[config.mk]
export PLATFORM = sky130hd
export DESIGN_NAME = keypad_entry_buffer
export DESIGN_NICKNAME = d
export VERILOG_FILES = /design/src/rtl/keypad_pkg.sv /design/src/rtl/keypad_digit_shifter.sv /design/src/rtl/keypad_entry_buffer.sv
export SDC_FILE = /design/constraint.sdc
export NUM_CORES = 1
export LEC_CHECK = 0
export CAP_MARGIN = 20
export CORE_ASPECT_RATIO = 0.7
export CORE_MARGIN = 10
export CORE_UTILIZATION = 55
export CTS_BUF_LIST = sky130_fd_sc_hd__clkbuf_8
export CTS_CLUSTER_SIZE = 14
export DETAILED_ROUTE_END_ITERATION = 8
export PLACE_DENSITY_LB_ADDON = 0.12
export SLEW_MARGIN = 20
export SYNTH_ARGS = -nofsm -noshare
export SYNTH_HDL_FRONTEND = slang
export SYNTH_SLANG_ARGS = --single-unit
[constraint.sdc]
create_clock -name clock -period 4.7 [get_ports clock]
set_input_delay 1.175 -clock clock [delete_from_list [all_inputs] [get_ports clock]]
set_output_delay 1.175 -clock clock [all_outputs]
set_load 0.02 [all_outputs]
[src/rtl/keypad_pkg.sv]
// rtl/keypad_pkg.sv - keycodes, opcodes and FSM state encoding for the keypad entry buffer
package keypad_pkg;

    localparam logic [4:0] KEY_ADD  = 5'b01010;
    localparam logic [4:0] KEY_SUB  = 5'b00011;
    localparam logic [4:0] KEY_MULT = 5'b00010;
    localparam logic [4:0] KEY_BS   = 5'b00001;
    localparam logic [4:0] KEY_CA   = 5'b01001;
    localparam logic [4:0] KEY_CE   = 5'b01100;
    localparam logic [4:0] KEY_EQ   = 5'b00100;

    localparam logic [1:0] OP_ADD  = 2'b00;
    localparam logic [1:0] OP_MULT = 2'b01;
    localparam logic [1:0] OP_SUB  = 2'b10;

    typedef enum logic [2:0] {
        ST_ENTRY_A  = 3'd0,
        ST_OP_WAIT  = 3'd1,
        ST_ENTRY_B  = 3'd2,
        ST_EXEC     = 3'd3,
        ST_WAIT_RES = 3'd4,
        ST_SHOW     = 3'd5
    } state_t;

endpackage

[src/rtl/keypad_digit_shifter.sv]
// rtl/keypad_digit_shifter.sv - hex entry register with digit count, backspace, clear and overflow
module keypad_digit_shifter #(
    parameter  int DIGITS = 8,
    localparam int W      = 4 * DIGITS,
    localparam int CW     = $clog2(DIGITS + 1)
) (
    input  logic          clock,
    input  logic          reset,
    input  logic          clear,
    input  logic          load,
    input  logic [W-1:0]  load_value,
    input  logic          shift,
    input  logic          fresh,
    input  logic [3:0]    digit,
    input  logic          backspace,
    output logic [W-1:0]  entry,
    output logic [CW-1:0] digit_count,
    output logic          overflow
);

    // Priority: clear > load > digit > backspace; callers never assert two at once except with clear.
    always_ff @(posedge clock) begin
        if (reset || clear) begin
            entry       <= '0;
            digit_count <= '0;
            overflow    <= 1'b0;
        end else begin
            overflow <= 1'b0;
            if (load) begin
                entry       <= load_value;
                digit_count <= CW'(DIGITS);
            end else if (shift && fresh) begin
                entry       <= {{(W-4){1'b0}}, digit};
                digit_count <= (digit != 4'd0) ? CW'(1) : '0;
            end else if (shift) begin
                if (digit_count == CW'(DIGITS)) begin
                    overflow <= 1'b1;
                end else if (digit_count != '0 || digit != 4'd0) begin
                    // A leading zero would not change the value, so it is not counted.
                    entry       <= {entry[W-5:0], digit};
                    digit_count <= digit_count + CW'(1);
                end
            end else if (backspace && digit_count != '0) begin
                entry       <= entry >> 4;
                digit_count <= digit_count - CW'(1);
            end
        end
    end

endmodule

[src/rtl/keypad_entry_buffer.sv]
// rtl/keypad_entry_buffer.sv - keypad operand/operator entry FSM with valid/ready hand-off to the ALU
module keypad_entry_buffer
    import keypad_pkg::*;
#(
    parameter  int DIGITS = 8,
    parameter  int OPW    = 2,
    localparam int W      = 4 * DIGITS,
    localparam int CW     = $clog2(DIGITS + 1)
) (
    input  logic          clock,
    input  logic          reset,
    input  logic          newkey,
    input  logic [4:0]    keycode,
    output logic          exec_valid,
    input  logic          exec_ready,
    output logic [W-1:0]  operand_a,
    output logic [W-1:0]  operand_b,
    output logic [OPW-1:0] opcode,
    input  logic          result_valid,
    input  logic [W-1:0]  result,
    output logic [W-1:0]  display,
    output logic [CW-1:0] digit_count,
    output logic          overflow,
    output logic          busy
);

    state_t         state;
    logic [W-1:0]   entry;
    logic           is_digit, is_op, is_eq, is_bs, is_ca, is_ce;
    logic [OPW-1:0] key_op;

    always_comb begin
        is_digit = 1'b0;
        is_op    = 1'b0;
        is_eq    = 1'b0;
        is_bs    = 1'b0;
        is_ca    = 1'b0;
        is_ce    = 1'b0;
        key_op   = OPW'(OP_ADD);
        if (newkey) begin
            if (keycode[4]) begin
                is_digit = 1'b1;
            end else begin
                case (keycode)
                    KEY_ADD:  begin is_op = 1'b1; key_op = OPW'(OP_ADD);  end
                    KEY_SUB:  begin is_op = 1'b1; key_op = OPW'(OP_SUB);  end
                    KEY_MULT: begin is_op = 1'b1; key_op = OPW'(OP_MULT); end
                    KEY_BS:   is_bs = 1'b1;
                    KEY_CA:   is_ca = 1'b1;
                    KEY_CE:   is_ce = 1'b1;
                    KEY_EQ:   is_eq = 1'b1;
                    default:  ;
                endcase
            end
        end
    end

    logic in_entry, fresh_state;
    logic sh_clear, sh_load, sh_shift, sh_bs;

    assign in_entry    = (state == ST_ENTRY_A) || (state == ST_ENTRY_B);
    assign fresh_state = (state == ST_OP_WAIT) || (state == ST_SHOW);
    // The entry register is also emptied when its value moves into operand_a.
    assign sh_clear = is_ca
                   || (is_ce && (in_entry || fresh_state))
                   || (is_op && ((state == ST_ENTRY_A) || (state == ST_SHOW)));
    assign sh_load  = (state == ST_WAIT_RES) && result_valid;
    assign sh_shift = is_digit && (in_entry || fresh_state);
    assign sh_bs    = is_bs && in_entry;

    keypad_digit_shifter #(.DIGITS(DIGITS)) u_shifter (
        .clock       (clock),
        .reset       (reset),
        .clear       (sh_clear),
        .load        (sh_load),
        .load_value  (result),
        .shift       (sh_shift),
        .fresh       (fresh_state),
        .digit       (keycode[3:0]),
        .backspace   (sh_bs),
        .entry       (entry),
        .digit_count (digit_count),
        .overflow    (overflow)
    );

    always_ff @(posedge clock) begin
        if (reset || is_ca) begin
            state      <= ST_ENTRY_A;
            operand_a  <= '0;
            operand_b  <= '0;
            opcode     <= OPW'(OP_ADD);
            exec_valid <= 1'b0;
            busy       <= 1'b0;
        end else begin
            case (state)
                ST_ENTRY_A: begin
                    if (is_op) begin
                        operand_a <= entry;
                        opcode    <= key_op;
                        state     <= ST_OP_WAIT;
                    end
                end
                ST_OP_WAIT: begin
                    if (is_op) begin
                        opcode <= key_op;
                    end else if (is_digit) begin
                        state <= ST_ENTRY_B;
                    end else if (is_eq) begin
                        operand_b  <= operand_a;
                        exec_valid <= 1'b1;
                        busy       <= 1'b1;
                        state      <= ST_EXEC;
                    end
                end
                ST_ENTRY_B: begin
                    if (is_eq) begin
                        operand_b  <= entry;
                        exec_valid <= 1'b1;
                        busy       <= 1'b1;
                        state      <= ST_EXEC;
                    end
                end
                ST_EXEC: begin
                    if (exec_valid && exec_ready) begin
                        exec_valid <= 1'b0;
                        state      <= ST_WAIT_RES;
                    end
                end
                ST_WAIT_RES: begin
                    if (result_valid) begin
                        busy  <= 1'b0;
                        state <= ST_SHOW;
                    end
                end
                ST_SHOW: begin
                    if (is_op) begin
                        operand_a <= entry;
                        opcode    <= key_op;
                        state     <= ST_OP_WAIT;
                    end else if (is_digit || is_ce) begin
                        state <= ST_ENTRY_A;
                    end
                end
                default: state <= ST_ENTRY_A;
            endcase
        end
    end

    always_comb begin
        case (state)
            ST_OP_WAIT, ST_EXEC, ST_WAIT_RES: display = operand_a;
            default:                          display = entry;
        endcase
    end

endmodule
==> results of run 1 <==
==> logic make-up after synthesis <==
family | count (synthesis)
AO/OA/AOI/OAI | 130
adder cells (fa/ha/maj) | 3
AND/OR/NAND/NOR | 218
buffers and inverters | 60
multiplexers | 97
XOR/XNOR | 2
flip-flops | 108
==> worst paths after layout <==
kind | slack [ns] | end | start
setup / recovery | 0.55 | display[6] | state[0]$_SDFFE_PP0P_
hold / removal | 0.50 | operand_a[12]$_SDFFE_PP0P_ | operand_a[12]$_SDFFE_PP0P_
setup reg to reg | 1.90 | u_shifter.entry[23]$_SDFFE_PP0P_ | state[0]$_SDFFE_PP0P_
hold reg to reg | 0.50 | operand_a[12]$_SDFFE_PP0P_ | operand_a[12]$_SDFFE_PP0P_
==> final cells by class <==
type,instances,share of cell area [%]
clock buffer,10,1.88
inverter,4,0.205
sequential,108,29.6
timing repair buffer,158,21.6
clock inverter,6,1.28
tap,128,2.19
multi-input combinational,450,43.3
==> critical path, delay by kind of cell (launching register included) <==
kind | cells | cell delay [ns]
simple gates | 1 | 0.20
buf+inv | 2 | 0.80
flops | 1 | 0.72
mux | 1 | 0.35
compound gates | 1 | 0.52
==> synth_stat cells, types with 2 or more instances <==
library cell,count
buf_2,14
nor4bb_1,2
ha_1,2
a21oi_1,42
nand4b_1,2
nand3_1,4
nand4_1,3
buf_4,2
a221oi_1,28
clkbuf_1,30
buf_6,6
nor4_1,3
a211o_1,4
mux2_2,58
nor3b_1,5
dfxtp_1,108
inv_1,4
o21ai_0,3
o21a_1,2
mux2i_1,39
a211oi_1,36
nor2b_1,4
a41oi_1,2
a31oi_1,3
a22oi_1,2
nor3_2,26
nor2_1,76
buf_1,4
nand2_1,77
nor3_1,6
==> layer usage <==
layer  routed length [µm]  part of all wire (%)  vias up
met2                 8120                    46      225
met3                 1610                   9.2       17
met4                  156                  0.89        0
met5                    0                     0        -
met1                 7620                    44     2510
li1                     -                     -     2475
==> where the power goes <==
group	total (W)	switching, W	internal (W)
clock network	0.000645	0.000326	0.000319
logic	0.000328	0.000169	0.000158
registers	0.000984	0.0000444	0.000939
total	0.00196	0.000540	0.00142
==> stage by stage <==
stage / cell area, µm² / cells
6_report: 7310 / 864
5_1_grt: 7310 / 864
4_1_cts: 7310 / 864
3_5_place_dp: 7080 / 848
3_3_place_gp: 7080 / 848
2_1_floorplan: 5590 / 618
==> state kept, by name, indices dropped and copies added (netlist names) <==
register               cells
u_shifter.digit_count      4
operand_a                 32
u_shifter.entry           32
u_shifter.overflow         1
state                      3
exec_valid                 1
busy                       1
opcode                     2
operand_b                 32
==> key figures, run 1 <==
Setup path
  • Crit path cell chain: nor2_1 > a21oi_4 > buf_12 > mux2_2 > clkdlybuf4s50_1
  • Slowest Stage Delay on Critical Path: approximately 0.72 ns
  • Startpoint Class: register
  • Worst-path maximum fanout: 18
  • Critical Path AT: between 2 and 3 ns
  • Crit. End Element: primary output
  • R2r worst-path depth: 5
  • CP required: 3.52 ns
  • Worst path slowest cell: dfxtp_1
  • Crit Path Class: reg2out

Timing
  • Fin Clk Skew: just over 0.01 ns
  • Shortest period the worst path allows: between 4 and 5 ns
  • Smallest hold slack: a little under 0.5 ns
  • RSZ-0062 raised after global routing: no
  • TNS Setup: 0 ns
  • Period utilization: between 80 and 90%
  • Count of final setup violators: 0
  • Final worst slack: around 0.55 ns
  • Relative slew slack: 28.0%
  • Worst-Margin Slew: 1.08 ns
  • Slew Limit Fails: 0
  • Endpoints failing hold: 0
  • Peak Freq: 241 MHz

Synthesis
  • Main combinational cell family by area after synthesis: simple AND/OR/NAND/NOR gates
  • Synth Cell Area: roughly 5600 µm²
  • Synth Area in Adders: less than 1%
  • Distinct cells, synth: between 50 and 60
  • Syn. warnings: 0
  • #FFs+latches synth: ~110
  • Post-synthesis mux area share: about a fifth
  • Post-Syn Nets: 663
  • Post-Syn Instances: 618
  • Post-synth ARST share: 0%
  • Post-synth top area share: just under 40%
  • Simple-Gate Fraction of Synth Area: slightly below 20%
  • Ys flop type: dfxtp_1
  • Syn Area/Cell: 9.04 µm²
  • Post-synthesis sequential area ratio: 38.7%
  • Number of synthesized flops with an enable pin: 0
  • Top cells by area, synth: dfxtp_1 39%, mux2_2 12%, mux2i_1 7.0%
  • Synth Area in Compound Gates: 16.5%
  • Xor-xnor portion of the synthesized cell area: 0.313%
  • Yosys top cell by area: dfxtp_1

Flow run
  • Maxcap violations: 0

Clocking
  • CTS Root Cell: clkbuf_8
  • # clock sinks: 108
  • Clock latency on the worst-skew pair: approximately 0.38 ns
  • Post-CTS resize count: 0
  • Clock transition at the registers of the reported paths: roughly 0.10 ns
  • Post-CTS setup repair buffer count: 0
  • Max clock buf depth: 2
  • CTS Hold Buffers Added: 0
  • CTS tree: yes
  • Number of buffers inserted during clock tree synthesis: 9
  • H-tree levels: 3

Finish
  • Finished Core Util: 74.6%
  • Layout area overhead: 30.9%
  • Footprint of the multi-input gates: ~3200 µm²
  • Most frequent cells in the layout: 146 x clkdlybuf4s50_1, 108 x dfxtp_1, 76 x nand2_1
  • FILL cells: roughly 700
  • Final #Nets: 776
  • ANT cells: 0
  • Commonest non-fill, non-tap cell in the layout: clkdlybuf4s50_1
  • Fraction of layout instances using a drive strength above 1: 16.7%
  • Reg area: about 2200 µm²

Floorplanning
  • Die Span Y: about 100 µm
  • Die W: roughly 140 µm
  • # rows: 30
  • Die footprint: between 10,000 and 15,000 µm²
  • CORE AREA: 9800 µm²
  • Io pins: between 100 and 150
  • Initial Util: a little under three fifths

Pwr
  • Power density over the cells: between 200 and 300 nW/µm²
  • Total chip power: approximately 0.0020 W
  • Worst VDD drop: 0.214 mV
  • Leak pwr: 2.44 nW

Route
  • Via/cell ratio: slightly above 6
  • Vias: 5,227
  • Drt first pass iters: 5
  • DR DRC count: 0
  • Remaining antenna violation count after routing: 0
  • Detailed Route Iter0 Violations: roughly 590
  • WL/cell: just over 20 µm
  • Routed wire length: 17.5 mm

Global route
  • Grt peak-use layer: met2
  • Vias in the first global route: just over 5k
  • Met1 Use GR: 29.5%
  • Pin count of the biggest net entering global routing: 72
  • First-pass GRT wire length: 28.2 mm
  • Overflow after GRT: 0
  • M2 GR Usage: roughly 37%
  • GRT Util Overall: 23.0%
  • Met3 Track Usage GR: under 10%
  • Initial antenna violation count: 0

Placement
  • Detailed Place HPWL: between 10 and 15 mm
  • RD Place Congestion: a little over 0.9
  • PortBufs: between 100 and 150
  • Place WS: about 0.96 ns

Outcome
  • Status: completed

Hold path
  • HP Class: reg2reg
  • Hold Path Depth: 2
Note: power is estimated with default switching activity, not from simulation.
==> run 2: changes to the inputs <==
- CORE_MARGIN: 10 -> 4
- GPL_TIMING_DRIVEN: unset -> 1
==> run 2 against run 1 <==
Clock skew is 0.0016 ns higher. Wire length shrank 4.6%. Sequential cell count is the same. Register-to-register slack improved by 0.21 ns. Cell area fell by 0.41%. Total power decreased by 3.1%. Fmax fell by 1.4%. Clock-buffer cell count shrank 1. Combinational power shrank 2%. Sequential share of layout area is 0.12 points higher. Via count increased by 0.94%. Clock power fell by 8.8%. Critical path type unchanged. Largest cell class unchanged.
==> key figures, run 2 (synthesis gave the netlist of run 1 again) <==
Finish
  • ANT cells: 0 (unchanged)
  • Largest regs: operand_a (32), operand_b (32), u_shifter.entry (32)
  • Commonest non-fill, non-tap cell in the layout: clkdlybuf4s50_1
  • Finished Core Util: 74.3% (-0.31 points)
  • Footprint of the multi-input gates: 3170 µm² (unchanged)
  • Fraction of layout instances using a drive strength above 1: 16.9% (+0.23 points)
  • Reg area: 2160 µm² (unchanged)
  • Layout area overhead: 30.3%
  • Final #Nets: 778 (+0.26%)
  • FILL cells: 731 (+2.1%)
  • Most frequent cells in the layout: 146 x clkdlybuf4s50_1, 108 x dfxtp_1, 76 x nand2_1

Pwr
  • NetSw: 0.000550 W (+1.9%)
  • Reg power frac: 51.9% (+1.6 points)
  • Switching Share: 29.0% (+1.4 points)
  • Combinational share of power: 17.0% (+0.3 points)
  • Clock share of power: 31.0% (-2.0 points)
  • Power density over the cells: 260 nW/µm² (-2.7%)
  • Leak pwr: 2.43 nW (-0.57%)
  • Worst VDD drop: 0.165 mV (-23%)
  • Internal power: 0.00134 W (-5.1%)

Global route
  • Overflow after GRT: 0 (unchanged)
  • GRT Util Overall: 28.0% (+5.0 points)
  • Initial antenna violation count: 0 (unchanged)
  • Vias in the first global route: 5,098 (-0.47%)
  • Pin count of the biggest net entering global routing: 72 (unchanged)
  • First-pass GRT wire length: 26.8 mm (-5.0%)

Setup path
  • R2r worst-path depth: 5 (unchanged)
  • R2r setup slk: 2.11 ns (+0.21 ns)
  • Crit. End Element: primary output
  • Crit Path Class: reg2out
  • Startpoint Class: register
  • Worst-path maximum fanout: 18 (unchanged)
  • R2R Path Start: u_shifter.digit_count[0]$_SDFFE_PP0P_
  • Critical Path AT: 3.04 ns (+0.06 ns)
  • CP required: 3.52 ns (about the same)
  • FF-to-FF End: u_shifter.entry[5]$_SDFFE_PP0P_

Timing
  • Smallest hold slack: 0.492 ns (-0.00350 ns)
  • Slew Limit Fails: 0 (unchanged)
  • Relative slew slack: 28.3% (+0.35 points)
  • Final worst slack: 0.487 ns (-0.0582 ns)
  • Endpoints failing hold: 0 (unchanged)
  • Peak Freq: 237 MHz (-1.4%)
  • TNS Setup: 0 ns (unchanged)
  • Period utilization: 89.6% (+1.2 points)
  • Count of final setup violators: 0 (unchanged)
  • Shortest period the worst path allows: 4.21 ns (+0.0582 ns)
  • Worst-Margin Slew: 1.07 ns (-0.00529 ns)
  • Fin Clk Skew: 0.0120 ns (+0.00162 ns)
  • RSZ-0062 raised after global routing: no

Route
  • Via/cell ratio: 6.09 (+0.70%)
  • Routed wire length: 16.7 mm (-4.6%)
  • Detailed Route Iter0 Violations: 688 (+16%)
  • WL/cell: 19.3 µm (-4.8%)
  • Remaining antenna violation count after routing: 0 (unchanged)
  • Drt first pass iters: 5 (unchanged)
  • Vias: 5,276 (+0.94%)
  • DR DRC count: 0 (unchanged)

Floorplanning
  • Io pins: 147 (unchanged)
  • Die W: 128 µm (-8.5%)
  • CORE AREA: 9800 µm² (unchanged)
  • Die footprint: 11,900 µm² (-19%)
  • Die Span Y: 92.3 µm (-12%)
  • Initial Util: 57.0% (unchanged)
  • # rows: 30 (unchanged)

Hold path
  • Hold Path Depth: 2 (unchanged)
  • Worst Hold Path EP: operand_a[28]$_SDFFE_PP0P_
  • Critical hold path startpoint: operand_a[28]$_SDFFE_PP0P_
  • HP Class: reg2reg

Clocking
  • Max clock buf depth: 2 (unchanged)
  • Post-CTS resize count: 0 (unchanged)
  • Clock latency on the worst-skew pair: 0.39 ns (about the same)
  • CTS tree: yes
  • Post-CTS setup repair buffer count: 0 (unchanged)
  • H-tree levels: 3 (unchanged)
  • Number of buffers inserted during clock tree synthesis: 9 (unchanged)
  • Clock transition at the registers of the reported paths: 0.10 ns (about the same)
  • CTS Hold Buffers Added: 0 (unchanged)
  • # clock sinks: 108 (unchanged)
  • CTS Root Cell: clkbuf_8

Outcome
  • Status: completed

Placement
  • Detailed Place HPWL: 11.7 mm (-7.2%)
  • Place WS: 0.931 ns (-0.0275 ns)
  • PortBufs: 146 (unchanged)
  • RD Place Congestion: 0.939 (+3.0%)

Flow run
  • Maxcap violations: 0 (unchanged)
## run 2: cell types whose count changed in the layout (fill, tap and decap cells not counted), sizes merged
cell / change
inv: -1
clkinv: +1
clkinvlp: +2
clkbuf: -1
buf: +2
bufinv: -1
## run 2: worst max-delay path, cell delays in order (launching register included)
cell,delay [ns]
dfxtp_1,0.73
nor2_1,0.21
a21oi_4,0.57
buf_12,0.24
mux2_2,0.34
clkdlybuf4s50_1,0.55
## run 2: cell type report
cell class / instances / area share, %
Multi-Input combinational cell: 450 / 43.5
Sequential cell: 108 / 29.7
Clock buffer: 9 / 1.70
Timing Repair Buffer: 160 / 21.7
Inverter: 4 / 0.206
Clock inverter: 7 / 1.03
Tap cell: 128 / 2.20
## run 2: worst max path at each step
stage | slack [ns] | cells past startpoint | from | end
after CTS | 0.50 | 5 | state[0]$_SDFFE_PP0P_ | display[11]
after detailed placement | 0.93 | 5 | state[0]$_SDFFE_PP0P_ | display[11]
after global routing | 0.37 | 5 | state[0]$_SDFFE_PP0P_ | display[8]
after global placement | 1.09 | 5 | state[0]$_SDFFE_PP0P_ | display[1]
final | 0.49 | 5 | state[0]$_SDFFE_PP0P_ | display[11]
after floorplan | 1.77 | 11 | newkey | u_shifter.digit_count[3]$_SDFFE_PP0P_
## run 2: through the flow
stage | total power (W) | area, µm² | instances
floorplan | 0.00119 | 5590 | 618
global placement | 0.00131 | 7080 | 850
detailed placement | 0.00132 | 7080 | 850
CTS | 0.00190 | 7280 | 866
global route | 0.00196 | 7280 | 866
finish | 0.00190 | 7280 | 866
## run 2: per-layer routing
layer | vias to the layer above | wire (µm) | GRT usage, % | part of all wire [%]
met5 | - | 0 | 0 | 0
met4 | 0 | 291 | 7.86 | 1.7
met3 | 28 | 1420 | 7.20 | 8.5
met2 | 244 | 7530 | 42.7 | 45
met1 | 2535 | 7480 | 39.1 | 45
li1 | 2469 | - | - | -
## run 2: power groups by stage
stage	clock network, W	logic (W)	registers, W
final	0.000588	0.000323	0.000984
after CTS	0.000592	0.000322	0.000982
after global placement	0	0.000310	0.00100
after floorplan	0	0.000202	0.000990
after global routing	0.000627	0.000345	0.000988
after detailed placement	0	0.000320	0.00100
==> run 3: changes to the inputs <==
- CORE_ASPECT_RATIO: 0.7 -> 1.2
==> run 3 against run 2 <==
Clock-buffer cell count increased by 2. First-iteration DRC count decreased by 66%. Sequential share of layout area unchanged. Total power is 2.6% higher. Global-route usage is 0.90 points lower. Die area decreased by 0.16%. Utilization down 1.2 points. Clock skew decreased by 0.0053 ns. Setup slack lost 0.013 ns. Sequential power about the same. Critical path type unchanged. Largest cell class unchanged.
==> key figures, run 3 (synthesis gave the netlist of run 1 again) <==
Outcome
  • Status: completed

Route
  • Remaining antenna violation count after routing: 0 (unchanged)
  • Detailed Route Iter0 Violations: 235 (-66%)
  • Via/cell ratio: 6.07 (-0.43%)
  • DR DRC count: 0 (unchanged)
  • Drt first pass iters: 5 (unchanged)
  • Routed wire length: 16.1 mm (-3.4%)
  • WL/cell: 18.8 µm (-2.7%)
  • Vias: 5,217 (-1.1%)

Timing
  • Worst-Margin Slew: 1.05 ns (-0.0224 ns)
  • Fin Clk Skew: 0.00670 ns (-0.00527 ns)
  • Shortest period the worst path allows: 4.23 ns (+0.0131 ns)
  • Relative slew slack: 29.8% (+1.5 points)
  • Period utilization: 89.9% (+0.28 points)
  • Final worst slack: 0.474 ns (-0.0131 ns)
  • RSZ-0062 raised after global routing: no
  • TNS Setup: 0 ns (unchanged)
  • Endpoints failing hold: 0 (unchanged)
  • Slew Limit Fails: 0 (unchanged)
  • Peak Freq: 237 MHz (-0.31%)
  • Count of final setup violators: 0 (unchanged)

Clocking
  • CTS tree: yes
  • Number of buffers inserted during clock tree synthesis: 9 (unchanged)
  • Post-CTS resize count: 0 (unchanged)
  • CTS Hold Buffers Added: 0 (unchanged)
  • CTS Root Cell: clkbuf_8
  • H-tree levels: 3 (unchanged)
  • Clock latency on the worst-skew pair: 0.37 ns (-0.02 ns)
  • # clock sinks: 108 (unchanged)
  • Post-CTS setup repair buffer count: 0 (unchanged)
  • Clock transition at the registers of the reported paths: 0.10 ns (about the same)
  • Max clock buf depth: 2 (unchanged)

Finish
  • ANT cells: 0 (unchanged)
  • Final #Nets: 775 (-0.39%)
  • Most frequent cells in the layout: 146 x clkdlybuf4s50_1, 108 x dfxtp_1, 76 x nand2_1
  • FILL cells: 759 (+3.8%)
  • Largest regs: operand_a (32), operand_b (32), u_shifter.entry (32)
  • Layout area overhead: 30.3% (unchanged)
  • Commonest non-fill, non-tap cell in the layout: clkdlybuf4s50_1
  • Fraction of layout instances using a drive strength above 1: 16.5% (-0.45 points)

Pwr
  • Leak pwr: 2.44 nW (+0.19%)
  • Power density over the cells: 267 nW/µm² (+2.6%)
  • Worst VDD drop: 0.186 mV (+13%)

Hold path
  • HP Class: reg2reg

Floorplanning
  • Io pins: 147 (unchanged)
  • Die W: 100 µm (-22%)
  • Die footprint: 11,800 µm² (-0.16%)
  • CORE AREA: 9960 µm² (+1.7%)
  • # rows: 40 (+33%)
  • Initial Util: 56.1% (-0.93 points)
  • Die Span Y: 118 µm (+28%)

Placement
  • RD Place Congestion: 0.882 (-6.1%)
  • PortBufs: 146 (unchanged)
  • Place WS: 0.849 ns (-0.0820 ns)
  • Detailed Place HPWL: 11.0 mm (-6.0%)

Flow run
  • Maxcap violations: 0 (unchanged)

Setup path
  • Crit Path Class: reg2out
  • Startpoint Class: register
  • CP required: 3.52 ns (about the same)
  • Crit. End Element: primary output
  • Worst-path maximum fanout: 18 (unchanged)
  • Critical Path AT: 3.05 ns (about the same)

Global route
  • GRT Util Overall: 27.1% (-0.90 points)
  • Vias in the first global route: 5,179 (+1.6%)
  • Pin count of the biggest net entering global routing: 72 (unchanged)
  • First-pass GRT wire length: 26.1 mm (-2.4%)
  • Initial antenna violation count: 0 (unchanged)
  • Overflow after GRT: 0 (unchanged)
[run 3: area by class of cell]
cell class | count | area [µm²] | share of cell area [%]
multi-input combinational | 450 | 3170 | 43.5
sequential | 108 | 2160 | 29.7
clock buffer | 11 | 151 | 2.08
tap | 126 | 158 | 2.16
timing repair buffer | 157 | 1560 | 21.4
inverter | 4 | 15.0 | 0.206
clock inverter | 4 | 72.6 | 0.997
[run 3: stage by stage]
step	utilization, %	instances	total power [W]	cell area, µm²	hold WS [ns]
final	73.1	860	0.00194	7280	0.490
after CTS	73.1	860	0.00195	7280	0.488
after floorplan	-	618	0.00119	5590	0.463
after global routing	73.1	860	0.00201	7280	0.518
after global placement	70.9	845	0.00131	7060	0.470
after detailed placement	70.9	845	0.00132	7060	0.474
[run 3: metal layers]
layer	routed length, µm	global-route usage (%)
met2	8140	45.9
met4	500	13.0
met1	6540	33.1
met3	968	4.25
met5	0	0
[run 3: path summary, 6_finish.rpt]
kind	from	endpoint	slack (ns)	depth (start not counted)
worst min-delay path	operand_a[10]$_SDFFE_PP0P_	operand_a[10]$_SDFFE_PP0P_	0.49	2
worst max-delay path	state[0]$_SDFFE_PP0P_	display[11]	0.47	5
worst max register to register	state[0]$_SDFFE_PP0P_	u_shifter.entry[22]$_SDFFE_PP0P_	1.88	6
worst min register to register	operand_a[10]$_SDFFE_PP0P_	operand_a[10]$_SDFFE_PP0P_	0.49	2
[run 3: critical path, stage by stage, from the launching register on]
cell and delay, ns:
dfxtp_1 0.72, nor2_1 0.21, a21oi_4 0.62, buf_12 0.24, mux2_2 0.35, clkdlybuf4s50_1 0.54
[run 3: report_power, final]
group	total, W	internal (W)	switching, W
registers	0.000984	0.000939	0.0000445
clock network	0.000640	0.000326	0.000314
logic	0.000321	0.000157	0.000164
